### config.mk
export PLATFORM = sky130hd
export DESIGN_NAME = shifter_unit_flat
export DESIGN_NICKNAME = d
export VERILOG_FILES = /design/src/rtl/shifter_unit_if.sv /design/src/rtl/shifter_unit.sv /design/src/flat_wrapper.sv
export SDC_FILE = /design/constraint.sdc
export NUM_CORES = 1
export LEC_CHECK = 0
export ABC_CLOCK_PERIOD_IN_PS = 3200
export CAP_MARGIN = 20
export CORE_MARGIN = 2
export CORE_UTILIZATION = 25
export CTS_BUF_LIST = sky130_fd_sc_hd__clkbuf_8
export DETAILED_ROUTE_END_ITERATION = 16
export DONT_BUFFER_PORTS = 1
export SYNTH_ARGS = -nofsm -noshare
export SYNTH_HDL_FRONTEND = slang
export SYNTH_SLANG_ARGS = --single-unit
### constraint.sdc
create_clock -name clk -period 3.2 [get_ports clk]
set_input_delay 0.8 -clock clk [delete_from_list [all_inputs] [get_ports clk]]
set_output_delay 0.8 -clock clk [all_outputs]
set_load 0.02 [all_outputs]
### src/rtl/shifter_unit_if.sv
// Shifter request/response bundle.
// Master issues the shift request, slave returns the shifter operand.
interface shifter_unit_if #(
  parameter int WIDTH = 32
);
  logic             start;
  logic [1:0]       shift_type;
  logic             amount_is_reg;
  logic [4:0]       shift_imm;
  logic [7:0]       rs_amount;
  logic [WIDTH-1:0] rm;
  logic             carry_in;
  logic             busy;
  logic             done;
  logic [WIDTH-1:0] result;
  logic             carry_out;

  modport master (
    output start, shift_type, amount_is_reg,
    output shift_imm, rs_amount, rm, carry_in,
    input  busy, done, result, carry_out
  );

  modport slave (
    input  start, shift_type, amount_is_reg,
    input  shift_imm, rs_amount, rm, carry_in,
    output busy, done, result, carry_out
  );
endinterface

### src/rtl/shifter_unit.sv
// Iterative ARM data-processing shifter.
// Shifts one bit per clock; RRX is ROR #0 on the immediate path.
module shifter_unit #(
  parameter int WIDTH = 32,
  parameter int CNT_W = 6
) (
  input  logic          clk,
  input  logic          reset,
  shifter_unit_if.slave bus
);

  typedef enum logic [1:0] {
    IDLE,
    SHIFT,
    FINISH
  } state_t;

  state_t             state;
  state_t             state_d;
  logic [CNT_W-1:0]   cnt;
  logic [CNT_W-1:0]   k_eff;
  logic               rrx_sel;
  logic [4:0]         n_m1;
  logic [WIDTH-1:0]   work;
  logic               wc;
  logic [1:0]         op;
  logic               rrx;
  logic [WIDTH-1:0]   step_w;
  logic               step_c;
  logic               busy_q;
  logic               done_q;
  logic [WIDTH-1:0]   result_q;
  logic               carry_q;

  assign bus.busy      = busy_q;
  assign bus.done      = done_q;
  assign bus.result    = result_q;
  assign bus.carry_out = carry_q;

  assign n_m1 = bus.rs_amount[4:0] - 5'd1;

  // Effective step count and RRX detection from the request
  always_comb begin
    k_eff   = '0;
    rrx_sel = 1'b0;
    if (bus.amount_is_reg) begin
      unique case (bus.shift_type)
        2'b00, 2'b01:
          k_eff = (bus.rs_amount > 8'd33) ?
                  CNT_W'(33) : CNT_W'(bus.rs_amount);
        2'b10:
          k_eff = (bus.rs_amount > 8'd32) ?
                  CNT_W'(32) : CNT_W'(bus.rs_amount);
        default:
          k_eff = (bus.rs_amount == 8'd0) ?
                  '0 : CNT_W'(n_m1) + CNT_W'(1);
      endcase
    end else begin
      unique case (bus.shift_type)
        2'b00:
          k_eff = CNT_W'(bus.shift_imm);
        2'b01, 2'b10:
          k_eff = (bus.shift_imm == 5'd0) ?
                  CNT_W'(32) : CNT_W'(bus.shift_imm);
        default: begin
          if (bus.shift_imm == 5'd0) begin
            k_eff   = CNT_W'(1);
            rrx_sel = 1'b1;
          end else begin
            k_eff = CNT_W'(bus.shift_imm);
          end
        end
      endcase
    end
  end

  // One-bit step of the working register and carry
  always_comb begin
    step_w = work;
    step_c = wc;
    if (rrx) begin
      step_w = {wc, work[WIDTH-1:1]};
      step_c = work[0];
    end else begin
      unique case (op)
        2'b00: begin
          step_w = {work[WIDTH-2:0], 1'b0};
          step_c = work[WIDTH-1];
        end
        2'b01: begin
          step_w = {1'b0, work[WIDTH-1:1]};
          step_c = work[0];
        end
        2'b10: begin
          step_w = {work[WIDTH-1], work[WIDTH-1:1]};
          step_c = work[0];
        end
        default: begin
          step_w = {work[0], work[WIDTH-1:1]};
          step_c = work[0];
        end
      endcase
    end
  end

  // State register
  always_ff @(posedge clk) begin
    if (reset) state <= IDLE;
    else       state <= state_d;
  end

  // Next-state logic
  always_comb begin
    state_d = state;
    unique case (state)
      IDLE:
        if (bus.start)
          state_d = (k_eff == '0) ? FINISH : SHIFT;
      SHIFT:
        if (cnt == CNT_W'(1)) state_d = FINISH;
      FINISH:
        state_d = IDLE;
      default:
        state_d = IDLE;
    endcase
  end

  // Working datapath and registered outputs
  always_ff @(posedge clk) begin
    if (reset) begin
      cnt      <= '0;
      work     <= '0;
      wc       <= 1'b0;
      op       <= 2'b00;
      rrx      <= 1'b0;
      busy_q   <= 1'b0;
      done_q   <= 1'b0;
      result_q <= '0;
      carry_q  <= 1'b0;
    end else begin
      done_q <= 1'b0;
      unique case (state)
        IDLE: begin
          if (bus.start) begin
            work   <= bus.rm;
            wc     <= bus.carry_in;
            cnt    <= k_eff;
            op     <= bus.shift_type;
            rrx    <= rrx_sel;
            busy_q <= 1'b1;
          end
        end
        SHIFT: begin
          work <= step_w;
          wc   <= step_c;
          cnt  <= cnt - CNT_W'(1);
          if (cnt == CNT_W'(1)) busy_q <= 1'b0;
        end
        FINISH: begin
          result_q <= work;
          carry_q  <= wc;
          done_q   <= 1'b1;
          busy_q   <= 1'b0;
        end
        default: ;
      endcase
    end
  end

endmodule
### src/flat_wrapper.sv
// flat-port wrapper written by rule: the top's interface ports become plain ports
module shifter_unit_flat 
#(
  parameter int WIDTH = 32,
  parameter int CNT_W = 6
)
  (clk, reset, bus_start, bus_shift_type, bus_amount_is_reg, bus_shift_imm, bus_rs_amount, bus_rm, bus_carry_in, bus_busy, bus_done, bus_result, bus_carry_out);
  shifter_unit_if #(.WIDTH(WIDTH)) bus_i ();
  input  logic clk;
  input  logic reset;
  input wire logic [$bits(bus_i.start)-1:0] bus_start;
  input wire logic [$bits(bus_i.shift_type)-1:0] bus_shift_type;
  input wire logic [$bits(bus_i.amount_is_reg)-1:0] bus_amount_is_reg;
  input wire logic [$bits(bus_i.shift_imm)-1:0] bus_shift_imm;
  input wire logic [$bits(bus_i.rs_amount)-1:0] bus_rs_amount;
  input wire logic [$bits(bus_i.rm)-1:0] bus_rm;
  input wire logic [$bits(bus_i.carry_in)-1:0] bus_carry_in;
  output wire logic [$bits(bus_i.busy)-1:0] bus_busy;
  output wire logic [$bits(bus_i.done)-1:0] bus_done;
  output wire logic [$bits(bus_i.result)-1:0] bus_result;
  output wire logic [$bits(bus_i.carry_out)-1:0] bus_carry_out;
  assign bus_i.start = bus_start;
  assign bus_i.shift_type = bus_shift_type;
  assign bus_i.amount_is_reg = bus_amount_is_reg;
  assign bus_i.shift_imm = bus_shift_imm;
  assign bus_i.rs_amount = bus_rs_amount;
  assign bus_i.rm = bus_rm;
  assign bus_i.carry_in = bus_carry_in;
  assign bus_busy = bus_i.busy;
  assign bus_done = bus_i.done;
  assign bus_result = bus_i.result;
  assign bus_carry_out = bus_i.carry_out;
  shifter_unit #(.WIDTH(WIDTH), .CNT_W(CNT_W)) u_core (.clk(clk), .reset(reset), .bus(bus_i));
endmodule
Word level (Yosys, flattened, before mapping)
Index checks and enable logic that the tools add are counted.
{"block": "word_totals", "regBits": 79, "inputBits": 52, "output_inout_bits": 35, "wordCells": 71}
{"block": "op_classes", "addsub": 3, "magnitude_cmp": 2, "n_eq_ne": 10, "muxes": 29, "n_reduce_logical": 16}
{"operator": "32-bit one-hot mux with 3 select lines", "count": 1}
{"operator": "32-bit 2-to-1 mux", "count": 2}
{"operator": "32-bit one-hot mux with 2 select lines", "count": 1}
{"operator": "6-bit 2-to-1 mux", "count": 6}
{"operator": "6-bit one-hot mux with 2 select lines", "count": 3}
{"operator": "8-bit by 6-bit greater-than comparator with 1-bit output (second input constant)", "count": 2}
{"operator": "1-bit 2-to-1 mux", "count": 9}
{"operator": "8-bit zero test", "count": 1}
{"operator": "5-bit by 1-bit adder with 6-bit output (second input constant)", "count": 1}
{"operator": "2-bit by 1-bit equality test with 1-bit output (second input constant)", "count": 3}
{"operator": "2-bit equality test (second input constant)", "count": 3}
{"operator": "6-bit by 1-bit equality test with 1-bit output (second input constant)", "count": 1}
{"operator": "2-bit zero test", "count": 3}
{"operator": "6-bit zero test", "count": 1}
{"operator": "2-bit 2-to-1 mux", "count": 3}
{"operator": "2-bit AND reduction", "count": 3}
{"operator": "3-bit AND reduction", "count": 2}
{"operator": "6-bit by 1-bit subtractor with 6-bit output (second input constant)", "count": 1}
{"operator": "5-bit zero test", "count": 1}
{"operator": "5-bit 2-to-1 mux", "count": 1}
{"operator": "5-bit by 1-bit subtractor with 5-bit output (second input constant)", "count": 1}
{"operator": "2-bit one-hot mux with 2 select lines", "count": 1}
{"operator": "2-bit OR reduction", "count": 2}
{"operator": "3-bit by 2-bit != test with 1-bit output (second input constant)", "count": 1}
{"operator": "other kinds (7)", "count": 7}

Depth between registers and ports, before layout
Gate-level depths: netlist of run 1.
{"block": "logic_depth", "ltp_word": 9, "ltp_mapped": 10, "ltp_nobuf": 8}

Worst setup path before layout of run 1
No wires, ideal clock.
{"block": "synth_timing", "path_type": "input to register", "from": "in bus_rs_amount[1]", "to": "reg u_core.state[0]", "setup_ps": 120, "t_arrival_ps": 2541, "slack_ps": 540, "cell_stages": 8, "path_cell_list": "inv_1 > ha_1 > or4b_1 > or2_4 > and3_4 > a211oi_2 > nand4_1 > o31a_1"}
{"block": "synth_via", "elab_chain_len": 9, "word_cells_on_any_way": 14, "cone_classes": "add/sub (2); order compare (2); mux (8); reduce/logical (2)"}
{"element": "start, declared", "line_no": "flat_wrapper.sv:15", "text": "input wire logic [$bits(bus_i.rs_amount)-1:0] bus_rs_amount;"}
{"element": "5-bit by 1-bit subtractor with 5-bit output", "line_no": "shifter_unit.sv:40", "text": "assign n_m1 = bus.rs_amount[4:0] - 5'd1;"}
{"element": "5-bit by 1-bit adder with 6-bit output", "line_no": "shifter_unit.sv:56", "text": "'0 : CNT_W'(n_m1) + CNT_W'(1);"}
{"element": "6-bit 2-to-1 mux", "line_no": "shifter_unit.sv:55", "text": "k_eff = (bus.rs_amount == 8'd0) ?"}
{"element": "6-bit one-hot mux with 2 select lines *", "line_no": "shifter_unit.sv:47", "text": "unique case (bus.shift_type)"}
{"element": "6-bit 2-to-1 mux *", "line_no": "shifter_unit.sv:46", "text": "if (bus.amount_is_reg) begin"}
{"element": "6-bit zero test *", "line_no": "shifter_unit.sv:118", "text": "state_d = (k_eff == '0) ? FINISH : SHIFT;"}
{"element": "2-bit 2-to-1 mux *", "line_no": "shifter_unit.sv:118"}
{"element": "2-bit 2-to-1 mux *", "line_no": "shifter_unit.sv:117", "text": "if (bus.start)"}
{"element": "2-bit one-hot mux with 2 select lines *", "line_no": "shifter_unit.sv:115", "text": "unique case (state)"}
{"element": "end signal, assigned", "line_no": "shifter_unit.sv:109", "text": "else state <= state_d;"}
{"element": "end, declared", "line_no": "shifter_unit.sv:18", "text": "state_t state;"}
Every way passes the cells marked *; elsewhere a longest branch is shown, timed or not. The select of a mux whose other input is x is not followed.
A chain may end at the register's enable or synchronous reset.

Final worst setup path of run 1
Ends and elaborated chain as after synthesis.

==> metrics.md, run 1 <==
| Metric | Value |
|---|---|
| CP Launch Type | `input port` |
| Largest net degree at the start of global routing | `82` |
| Total GRT Usage | `0.125` |
| Slew @ Worst Pin | `0.672 ns` |
| Endpoints failing setup | `0` |
| Vias in the first global route | `between 3000 and 4000` |
| CTS Buf Count | `9` |
| Post-synth ARST share | `0` |
| Die extent in y | `around 130 um` |
| Pwr/cell area | `610 nW/um2` |
| Status | `finished, final reports clean` |
| Worst setup path category | `in2reg` |
| CP max-delay cell | `or4b_1` |
| Setup tns final | `0 ns` |
| Number of max-cap violations | `0` |
| Layout cells sized above 1 | `0.0630` |
| Sequential cell area | `1580 um2` |
| Setup slack after layout | `around 0.73 ns` |
| Main synth FF type | `dfxtp_1` |
| Routability cong. | `approximately 0.86` |
| VDD IR-drop max | `0.000235 V` |
| Fin. max-slew vios | `0` |
| CTS tree | `yes` |
| Fillers | `approximately 1800` |
| Top-area cell type share of the netlist area | `0.377` |
| Vias per inst | `4.88` |
| Cells after Synth | `507` |
| Worst setup EP type | `flip-flop` |
| Row cnt | `47` |
| Synth cell types | `54` |
| Yosys reg bits | `79` |
| Yosys warning count | `0` |
| Pre-CTS setup slack | `around 0.37 ns` |
| Clock Tree Root | `clkbuf_8` |
| Unrepaired setup endpoints after global routing | `no` |
| CTS H-Tree Depth | `3` |
| Max Clock Freq | `405 MHz` |
| Seq/Total Area, Yosys | `0.377` |
| Area contributors post-synth | `dfxtp_1 (38%), mux2i_1 (15%), nor2_1 (9.8%)` |
| Fin nets | `552` |
| Initial antenna violation count | `0` |
| Clk slew on worst S/H paths | `0.09 ns` |
| Vias | `3474` |
| Leakage | `approximately 1.8 nW` |
| First-pass GRT wire length | `17600 um` |
| DR DRC count | `0` |
| Core area | `around 17000 um2` |
| Final Hold Slack | `0.472 ns` |
| Ant diodes | `0` |
| Switching part of the total power | `0.349` |
| Setup bufs post-CTS | `0` |
| Post-layout util | `0.278` |
| CP required | `3.46 ns` |
| Multi-input gate area | `2450 um2` |
| Post-detailed-placement half-perimeter wirelength | `between 7000 and 8000 um` |
| Clk_lat worst skew | `0.37 ns` |
| Reg2Reg Depth | `7` |
| Final Hold Fails | `0` |
| Initial drt markers | `181` |
| Hold path depth | `2` |
| CTS Hold Bufs | `0` |
| WL per Instance | `15.5 um` |
| Resized cells post-CTS | `0` |
| Synth Cell Area | `4200 um2` |
| Psw | `0.980 mW` |
| Initial core utilization | `0.254` |
| Post-synth top area cell | `dfxtp_1` |
| Crit-path cells | `inv_1 > ha_1 > or4b_1 > or2_4 > and3_4 > a211oi_2 > nand4_1 > o31a_1` |
| Area Overhead vs Synth | `9.56%` |
| EDFF count, synth | `0` |
| Hold Path Class | `reg2reg` |
| CTS max path bufs | `2` |
| Skew final | `0.0150 ns` |
| Reg power frac | `0.445` |
| Routed wire length | `around 11000 um` |
| Die Footprint | `~18000 um2` |
| # IOs | `87` |
| Worst EP arrival | `2.73 ns` |
| Die width | `134 um` |
| Worst-path maximum fanout | `5` |
| P_int | `1.83 mW` |
| Gate power share | `0.262` |
| Mapped Nets | `about 570` |
| CTS sink cnt | `79` |
| Worst rel slew slack | `0.552` |
| Syn avg cell area | `roughly 8.3 um2` |
| Antenna Nets Post-Route | `0` |
| Final Cycle Share | `0.772` |
| Crit path largest cell delay | `between 0.4 and 0.5 ns` |
| Min Clock Period, post-route | `2.47 ns` |
| Number of I/O port buffers | `0` |
| Grt ovf | `0` |
| Drt pass-1 iters | `4` |
| Clock power share | `0.293` |
## synthesized netlist by cell type (all sizes together) (2+ instances only)
library cell and count:
nor2b 5, o211ai 2, nand2 21, nor3 9, nor2 110, clkbuf 26
ha 13, nor3b 3, a32oi 2, a31o 2, or2 4, nor4 2
dfxtp 79, a211o 2, buf 9, and2 3, o31a 2, o31ai 3
a21oi 46, mux2i 65, and3 2, or3 3, nand3 7, inv 15
nand2b 2, a31oi 2, o21ai 9, a211oi 39, nand4 2, o32ai 2
## worst max-delay path: cells and delay by family
family	cells	cell delay [ns]
AOI/OAI and AO/OA	2	0.50
adders and majority gates	1	0.21
buffers and inverters	1	0.12
and+or+nand+nor	4	1.10
## logic make-up after synthesis
kind of cell / share of synthesized area
AOI/OAI and AO/OA: 0.194
xor gates and xnor gates: 0.00417
adders and majority gates: 0.0387
buffers and inverters: 0.0462
DFF: 0.377
muxes: 0.155
and+or+nand+nor: 0.186
## per-stage QoR
stage | area (um2) | cells | total power, mW
6_report | 4600 | 712 | 2.81
5_1_grt | 4600 | 712 | 3.00
4_1_cts | 4600 | 712 | 2.85
3_5_place_dp | 4390 | 696 | 2.01
3_3_place_gp | 4390 | 696 | 2.00
2_1_floorplan | 4200 | 507 | 1.85
## layer usage
| layer | track usage | vias to the layer above | part of all wire | wire length (um) |
|---|---|---|---|---|
| li1 | - | 1757 | - | - |
| met1 | 0.164 | 1634 | 0.48 | 5290 |
| met2 | 0.190 | 73 | 0.45 | 4970 |
| met3 | 0.0514 | 10 | 0.060 | 666 |
| met4 | 0.0290 | 0 | 0.0081 | 89 |
| met5 | 0 | - | 0 | 0 |
## registers in the layout, indices dropped and copies added (netlist names)
signal / cells
u_core.bus.busy: 1
u_core.bus.carry_out: 1
u_core.bus.done: 1
u_core.bus.result: 32
u_core.cnt: 6
u_core.op: 2
u_core.rrx: 1
u_core.state: 2
u_core.wc: 1
u_core.work: 32
## layout make-up
cell class,instances,area share
clock buffers,9,0.0269
well taps,220,0.0598
flip-flops and latches,79,0.344
inverters,15,0.0122
multi-input cells,378,0.532
clock inverters,7,0.0193
repair buffers,4,0.00653
## cell usage in the layout (no fill, tap or decap), drive strengths merged, types with 5 or more instances in the layout
master,n
nor2,110
dfxtp,79
mux2i,65
a21oi,46
a211oi,39
nand2,21
inv,16
ha,13
clkbuf,9
nor3,9
o21ai,9
nand3,7
nor2b,5
## final timing paths
| check | slack (ns) | from | endpoint |
|---|---|---|---|
| setup / recovery | 0.73 | bus_rs_amount[1] | u_core.state[0] |
| hold reg to reg | 0.47 | u_core.cnt[1] | u_core.cnt[1] |
| setup reg to reg | 0.99 | u_core.state[1] | u_core.cnt[3] |
| hold / removal | 0.47 | u_core.cnt[1] | u_core.cnt[1] |
## power by group through the flow
| stage | combinational (mW) | clock (mW) | sequential [mW] |
|---|---|---|---|
| finish | 0.735 | 0.824 | 1.25 |
| floorplan | 0.627 | 0 | 1.22 |
| CTS | 0.737 | 0.857 | 1.25 |
| global route | 0.833 | 0.898 | 1.27 |
| global placement | 0.726 | 0 | 1.27 |
| detailed placement | 0.733 | 0 | 1.28 |
Note: power is estimated with default switching activity, not from simulation.
==> inputs of run 2 (changes only) <==
Settings changed: ABC_CLOCK_PERIOD_IN_PS 3200 to 2400.
Clock period 3.2 ns to 2.4 ns, I/O delays scaled along.
==> run 2 against run 1 <==
Net effect: routed wire length increased by 2.0%; count of clock-buffer cells in the layout did not move; flip-flop and latch count did not move; non-clock buffer count grew 11; first-iteration DRC count rose by 18%; critical endpoint unchanged.
==> metrics.md, run 2 (synthesis results as in run 1) <==
| Metric | Value |
|---|---|
| Status | `finished, final reports clean (unchanged)` |
| Unrepaired setup endpoints after global routing | `no (unchanged)` |
| Clock power share | `0.307 (was 0.293)` |
| Switching part of the total power | `0.334 (was 0.349)` |
| Commonest non-fill, non-tap cells in the layout | `nor2_1 (110), dfxtp_1 (79), mux2i_1 (65), a21oi_1 (45), a211oi_1 (38) (unchanged)` |
| Clk_lat worst skew | `0.37 ns (about the same)` |
| Total GRT Usage | `0.128 (was 0.125)` |
| Fin. max-slew vios | `0 (unchanged)` |
| Vias | `3498 (was 3474)` |
| Resized cells post-CTS | `0 (unchanged)` |
| WL per Instance | `15.6 um (was 15.5 um)` |
| Slew @ Worst Pin | `0.578 ns (was 0.672 ns)` |
| Post-route design area | `4760 um2 (was 4600 um2)` |
| Leakage | `1.84 nW (was 1.76 nW)` |
| Number of max-cap violations | `0 (unchanged)` |
| Fin nets | `563 (was 552)` |
| VDD IR-drop max | `0.000269 V (was 0.000235 V)` |
| Number of I/O port buffers | `0 (unchanged)` |
| Worst EP arrival | `2.37 ns (was 2.73 ns)` |
| Skew final | `0.0130 ns (was 0.0150 ns)` |
| Tot Pwr | `3.89 mW (was 2.81 mW)` |
| CTS sink cnt | `79 (unchanged)` |
| Reg power frac | `0.428 (was 0.445)` |
| GR Layer Usage met1 | `0.164 (about the same)` |
| Psw | `1.30 mW (was 0.980 mW)` |
| Initial core utilization | `0.254 (unchanged)` |
| Worst setup path category | `in2reg (unchanged)` |
| Global Route met2 Usage | `0.198 (was 0.190)` |
| Worst setup EP type | `flip-flop (unchanged)` |
| Worst rel slew slack | `0.614 (was 0.552)` |
| CTS Buf Count | `9 (unchanged)` |
| CP Launch Type | `input port (unchanged)` |
| CTS tree | `yes (unchanged)` |
| Grt ovf | `0 (unchanged)` |
| Min Clock Period, post-route | `2.11 ns` |
| Vias in the first global route | `3328 (was 3208)` |
| Non-filler cells in the finished layout | `722 (was 712)` |
| Routability cong. | `0.804 (was 0.857)` |
| Die width | `134 um (unchanged)` |
| Global Route met3 Usage | `0.0426 (was 0.0514)` |
| Commonest non-fill, non-tap cell in the layout | `nor2_1 (unchanged)` |
| Area Overhead vs Synth | `13.3% (was 9.56%)` |
| Hold Path Class | `in2reg (was reg2reg)` |
| DR DRC count | `0 (unchanged)` |
| CTS Hold Bufs | `0 (unchanged)` |
| Vias per inst | `4.84 (was 4.88)` |
| Endpoints failing setup | `0 (unchanged)` |
| CP required | `2.66 ns (was 3.46 ns)` |
| Routed wire length | `11200 um (was 11000 um)` |
| Largest net degree at the start of global routing | `82 (unchanged)` |
| Max Clock Freq | `474 MHz` |
| Ant diodes | `0 (unchanged)` |
| Placed Instance Area | `4530 um2 (was 4390 um2)` |
| Row cnt | `47 (unchanged)` |
| CTS max path bufs | `2 (unchanged)` |
| Final Hold Fails | `0 (unchanged)` |
| Multi-input gate area | `2460 um2 (was 2450 um2)` |
| Worst-path maximum fanout | `5 (unchanged)` |
| First-pass GRT wire length | `18100 um (was 17600 um)` |
| Initial drt markers | `213 (was 181)` |
| Sequential cell area | `1580 um2 (unchanged)` |
| Fillers | `1774 (was 1795)` |
| Pwr/cell area | `817 nW/um2 (was 610 nW/um2)` |
| Die Footprint | `17900 um2 (unchanged)` |
| Setup bufs post-CTS | `0 (unchanged)` |
| Drt pass-1 iters | `4 (unchanged)` |
| Layout cells sized above 1 | `0.0916 (was 0.0630)` |
| Clock Tree Root | `clkbuf_8 (unchanged)` |
| Clk slew on worst S/H paths | `0.09 ns (about the same)` |
| GRT busiest layer | `met2 (unchanged)` |
| Final Cycle Share | `0.878` |
| Gate power share | `0.265 (was 0.262)` |
| Die extent in y | `134 um (unchanged)` |
| Post-detailed-placement half-perimeter wirelength | `7590 um (was 7430 um)` |
| Initial antenna violation count | `0 (unchanged)` |
| Placed insts | `707 (was 696)` |
| Antenna Nets Post-Route | `0 (unchanged)` |
| P_int | `2.59 mW (was 1.83 mW)` |
| CTS H-Tree Depth | `3 (unchanged)` |
| Core area | `16500 um2 (unchanged)` |
| # IOs | `87 (unchanged)` |
[run 2: changes by cell type in the layout (fill, tap and decap cells not counted), sizes merged]
cell	change
buf	+11
clkinvlp	-2
bufinv	+1
[run 2: routing by layer]
layer | share of wire | vias up | wire length (um)
met5 | 0 | - | 0
met4 | 0.021 | 0 | 236
met3 | 0.064 | 16 | 717
li1 | - | 1799 | -
met1 | 0.46 | 1602 | 5200
met2 | 0.45 | 81 | 5080
[run 2: critical path: stages]
cell	delay [ns]
inv_4	0.05
ha_4	0.12
or4b_4	0.46
or2_4	0.29
and3_4	0.19
a211oi_2	0.21
nand4_1	0.15
o31a_1	0.30
[run 2: path summary, 6_finish.rpt]
| check | start | end | slack [ns] | cells after the start |
|---|---|---|---|---|
| worst max-delay path | bus_rs_amount[1] | u_core.state[0] | 0.29 | 8 |
| worst min-delay path | reset | u_core.bus.result[12] | 0.30 | 1 |
| worst max register to register | u_core.state[0] | u_core.work[9] | 0.56 | 8 |
| worst min register to register | u_core.cnt[1] | u_core.cnt[1] | 0.48 | 2 |
[run 2: power by group through the flow]
| stage | logic (mW) | clock network (mW) | registers (mW) |
|---|---|---|---|
| CTS | 1.04 | 1.25 | 1.67 |
| detailed placement | 1.04 | 0 | 1.70 |
| finish | 1.03 | 1.19 | 1.66 |
| global route | 1.16 | 1.31 | 1.69 |
| global placement | 1.02 | 0 | 1.70 |
| floorplan | 0.839 | 0 | 1.63 |
[run 2: final cells by class]
cell class                 instances  share of cell area
clock buffer                       9              0.0260
tap                              220              0.0578
sequential                        79               0.332
clock inverter                     6              0.0229
multi-input combinational        378               0.517
timing repair buffer              15              0.0315
inverter                          15              0.0124
[run 2: stage by stage]
stage           util  setup TNS, ns  worst slack (ns)  hold WS (ns)
2_1_floorplan      -              0            0.0203         0.445
3_3_place_gp   0.274        -0.0330           -0.0330         0.460
3_5_place_dp   0.274        -0.0901           -0.0901         0.471
4_1_cts        0.288              0             0.319         0.262
5_1_grt        0.288              0             0.160         0.261
6_report       0.288              0             0.292         0.298
==> inputs of run 3 (changes only) <==
Settings changed: CORE_ASPECT_RATIO from default to 1.75, TNS_END_PERCENT from default to 100.
==> run 3 against run 2 <==
Net effect: first-iteration DRC count fell by 11%; routed wire length grew 0.51%; final cell count up 0.55%; sequential share of layout area grew 0.17 points; power is 1.5% lower; global-route usage barely moved; non-clock buffer count down 1; register-to-register slack is essentially flat; worst hold slack gained 0.0059 ns; critical path type unchanged; largest cell class unchanged.
==> metrics.md, run 3 (synthesis results as in run 1) <==
| Metric | Value |
|---|---|
| Status | `finished, final reports clean (unchanged)` |
| Routed wire length | `11300 um (was 11200 um)` |
| Drt pass-1 iters | `4 (unchanged)` |
| Largest net degree at the start of global routing | `82 (unchanged)` |
| Fin nets | `562 (was 563)` |
| Post-detailed-placement half-perimeter wirelength | `8110 um (was 7590 um)` |
| Vias | `3566 (was 3498)` |
| CTS H-Tree Depth | `3 (unchanged)` |
| Ant diodes | `0 (unchanged)` |
| Clock power share | `0.295 (was 0.307)` |
| Worst-path maximum fanout | `6 (was 5)` |
| Resized cells post-CTS | `0 (unchanged)` |
| # IOs | `87 (unchanged)` |
| Vias in the first global route | `3358 (was 3328)` |
| Initial core utilization | `0.255 (was 0.254)` |
| Initial antenna violation count | `0 (unchanged)` |
| Reg power frac | `0.436 (was 0.428)` |
| Endpoints failing setup | `0 (unchanged)` |
| Layout cells sized above 1 | `0.0876 (was 0.0916)` |
| VDD IR-drop max | `0.000203 V (was 0.000269 V)` |
| Core area | `16400 um2 (was 16500 um2)` |
| Die extent in y | `175 um (was 134 um)` |
| Leakage | `1.84 nW (about the same)` |
| Setup bufs post-CTS | `0 (unchanged)` |
| Pwr/cell area | `808 nW/um2 (was 817 nW/um2)` |
| Grt ovf | `0 (unchanged)` |
| Final Cycle Share | `0.858 (was 0.878)` |
| P_int | `2.54 mW (was 2.59 mW)` |
| Vias per inst | `4.91 (was 4.84)` |
| Routability cong. | `0.845 (was 0.804)` |
| Worst setup EP type | `flip-flop (unchanged)` |
| Commonest non-fill, non-tap cell in the layout | `nor2_1 (unchanged)` |
| Pre-CTS setup slack | `-0.0537 ns (was -0.0901 ns)` |
| WL per Instance | `15.6 um (about the same)` |
| Post-layout util | `0.288 (about the same)` |
| Skew final | `0.0112 ns (was 0.0130 ns)` |
| DR DRC count | `0 (unchanged)` |
| Clk slew on worst S/H paths | `0.08 ns (was 0.09 ns)` |
| Unrepaired setup endpoints after global routing | `no (unchanged)` |
| CTS Hold Bufs | `0 (unchanged)` |
| Fin. max-slew vios | `0 (unchanged)` |
| Clock Tree Root | `clkbuf_8 (unchanged)` |
| Crit-path cells | `inv_2 > ha_4 > or4b_4 > or2_4 > o211ai_2 > o21bai_1 > or2_1 > o31a_1 (was inv_4 > ha_4 > or4b_4 > or2_4 > and3_4 > a211oi_2 > nand4_1 > o31a_1)` |
| Final Hold Slack | `0.303 ns (was 0.298 ns)` |
| Total GRT Usage | `0.129 (was 0.128)` |
| Worst rel slew slack | `0.659 (was 0.614)` |
| Final Hold Fails | `0 (unchanged)` |
| Placed insts | `710 (was 707)` |
| Worst setup path category | `in2reg (unchanged)` |
| Clk_lat worst skew | `0.36 ns (was 0.37 ns)` |
| CTS sink cnt | `79 (unchanged)` |
| Commonest non-fill, non-tap cells in the layout | `nor2_1 (110), dfxtp_1 (79), mux2i_1 (65), a21oi_1 (45), a211oi_1 (38) (unchanged)` |
| Area Overhead vs Synth | `12.8% (was 13.3%)` |
| First-pass GRT wire length | `17600 um (was 18100 um)` |
| Min Clock Period, post-route | `2.06 ns (was 2.11 ns)` |
| CP max-delay cell | `or4b_4 (unchanged)` |
| CTS tree | `yes (unchanged)` |
| Setup tns final | `0 ns (unchanged)` |
| Gate power share | `0.269 (was 0.265)` |
| Die width | `102 um (was 134 um)` |
| Antenna Nets Post-Route | `0 (unchanged)` |
| Row cnt | `62 (was 47)` |
| Worst EP arrival | `2.32 ns (was 2.37 ns)` |
| Initial drt markers | `189 (was 213)` |
| Non-filler cells in the finished layout | `726 (was 722)` |
| Number of max-cap violations | `0 (unchanged)` |
| Number of I/O port buffers | `0 (unchanged)` |
| Setup slack after layout | `0.342 ns (was 0.292 ns)` |
| Crit path largest cell delay | `0.45 ns (was 0.46 ns)` |
| CP required | `2.66 ns (about the same)` |
| CTS Buf Count | `9 (unchanged)` |
| Switching part of the total power | `0.337 (was 0.334)` |
| Slew @ Worst Pin | `0.505 ns (was 0.578 ns)` |
| CTS max path bufs | `2 (unchanged)` |
| Die Footprint | `17900 um2 (about the same)` |
| Hold Path Class | `in2reg (unchanged)` |
| Fillers | `1820 (was 1774)` |
| Max Clock Freq | `486 MHz (was 474 MHz)` |
| Psw | `1.29 mW (was 1.30 mW)` |
| CP Launch Type | `input port (unchanged)` |
## run 3: cell types whose count changed in the layout (fill, tap and decap cells not counted)
cell,delta
clkbuf_8,+2
buf_12,-1
inv_6,-1
inv_1,+2
bufinv_16,-1
clkinv_2,-1
## run 3: cell type report
cell class / count / area (um2) / area share
clock buffers: 11 / 151 / 0.0320
clock inverters: 5 / 72.6 / 0.0153
inverters: 15 / 58.8 / 0.0124
multi-input cells: 378 / 2460 / 0.520
flip-flops and latches: 79 / 1580 / 0.334
well taps: 224 / 280 / 0.0592
repair buffers: 14 / 130 / 0.0275
## run 3: final timing paths
path              slack, ns              end  cells past startpoint        startpoint
setup / recovery       0.34  u_core.state[0]                      8  bus_rs_amount[0]
hold / removal         0.30  u_core.work[10]                      1             reset
setup reg to reg       0.56  u_core.work[16]                      8   u_core.state[0]
hold reg to reg        0.49    u_core.cnt[1]                      2     u_core.cnt[1]
## run 3: routing by layer
layer | wire length (um) | up-vias | global-route usage
met5 | 0 | - | 0
met4 | 355 | 0 | 0.0667
met3 | 419 | 21 | 0.0263
met2 | 6210 | 83 | 0.238
met1 | 4310 | 1685 | 0.131
li1 | - | 1777 | -
## run 3: power by group through the flow
| stage | clock, mW | combinational, mW | sequential, mW |
|---|---|---|---|
| global route | 1.22 | 1.17 | 1.69 |
| detailed placement | 0 | 1.04 | 1.70 |
| floorplan | 0 | 0.839 | 1.63 |
| finish | 1.13 | 1.03 | 1.67 |
| CTS | 1.18 | 1.04 | 1.67 |
| global placement | 0 | 1.03 | 1.70 |
## run 3: stage by stage
| step | total power, mW | area, um2 |
|---|---|---|
| after global routing | 4.08 | 4740 |
| after CTS | 3.90 | 4740 |
| final | 3.83 | 4740 |
| after detailed placement | 2.75 | 4510 |
| after global placement | 2.73 | 4510 |
| after floorplan | 2.47 | 4220 |
## run 3: worst max-delay path: cells and delay by family
| kind | cells | cell delay [ns] |
|---|---|---|
| adders and majority gates | 1 | 0.12 |
| buffers and inverters | 1 | 0.05 |
| and+or+nand+nor | 3 | 0.96 |
| AOI/OAI and AO/OA | 3 | 0.58 |
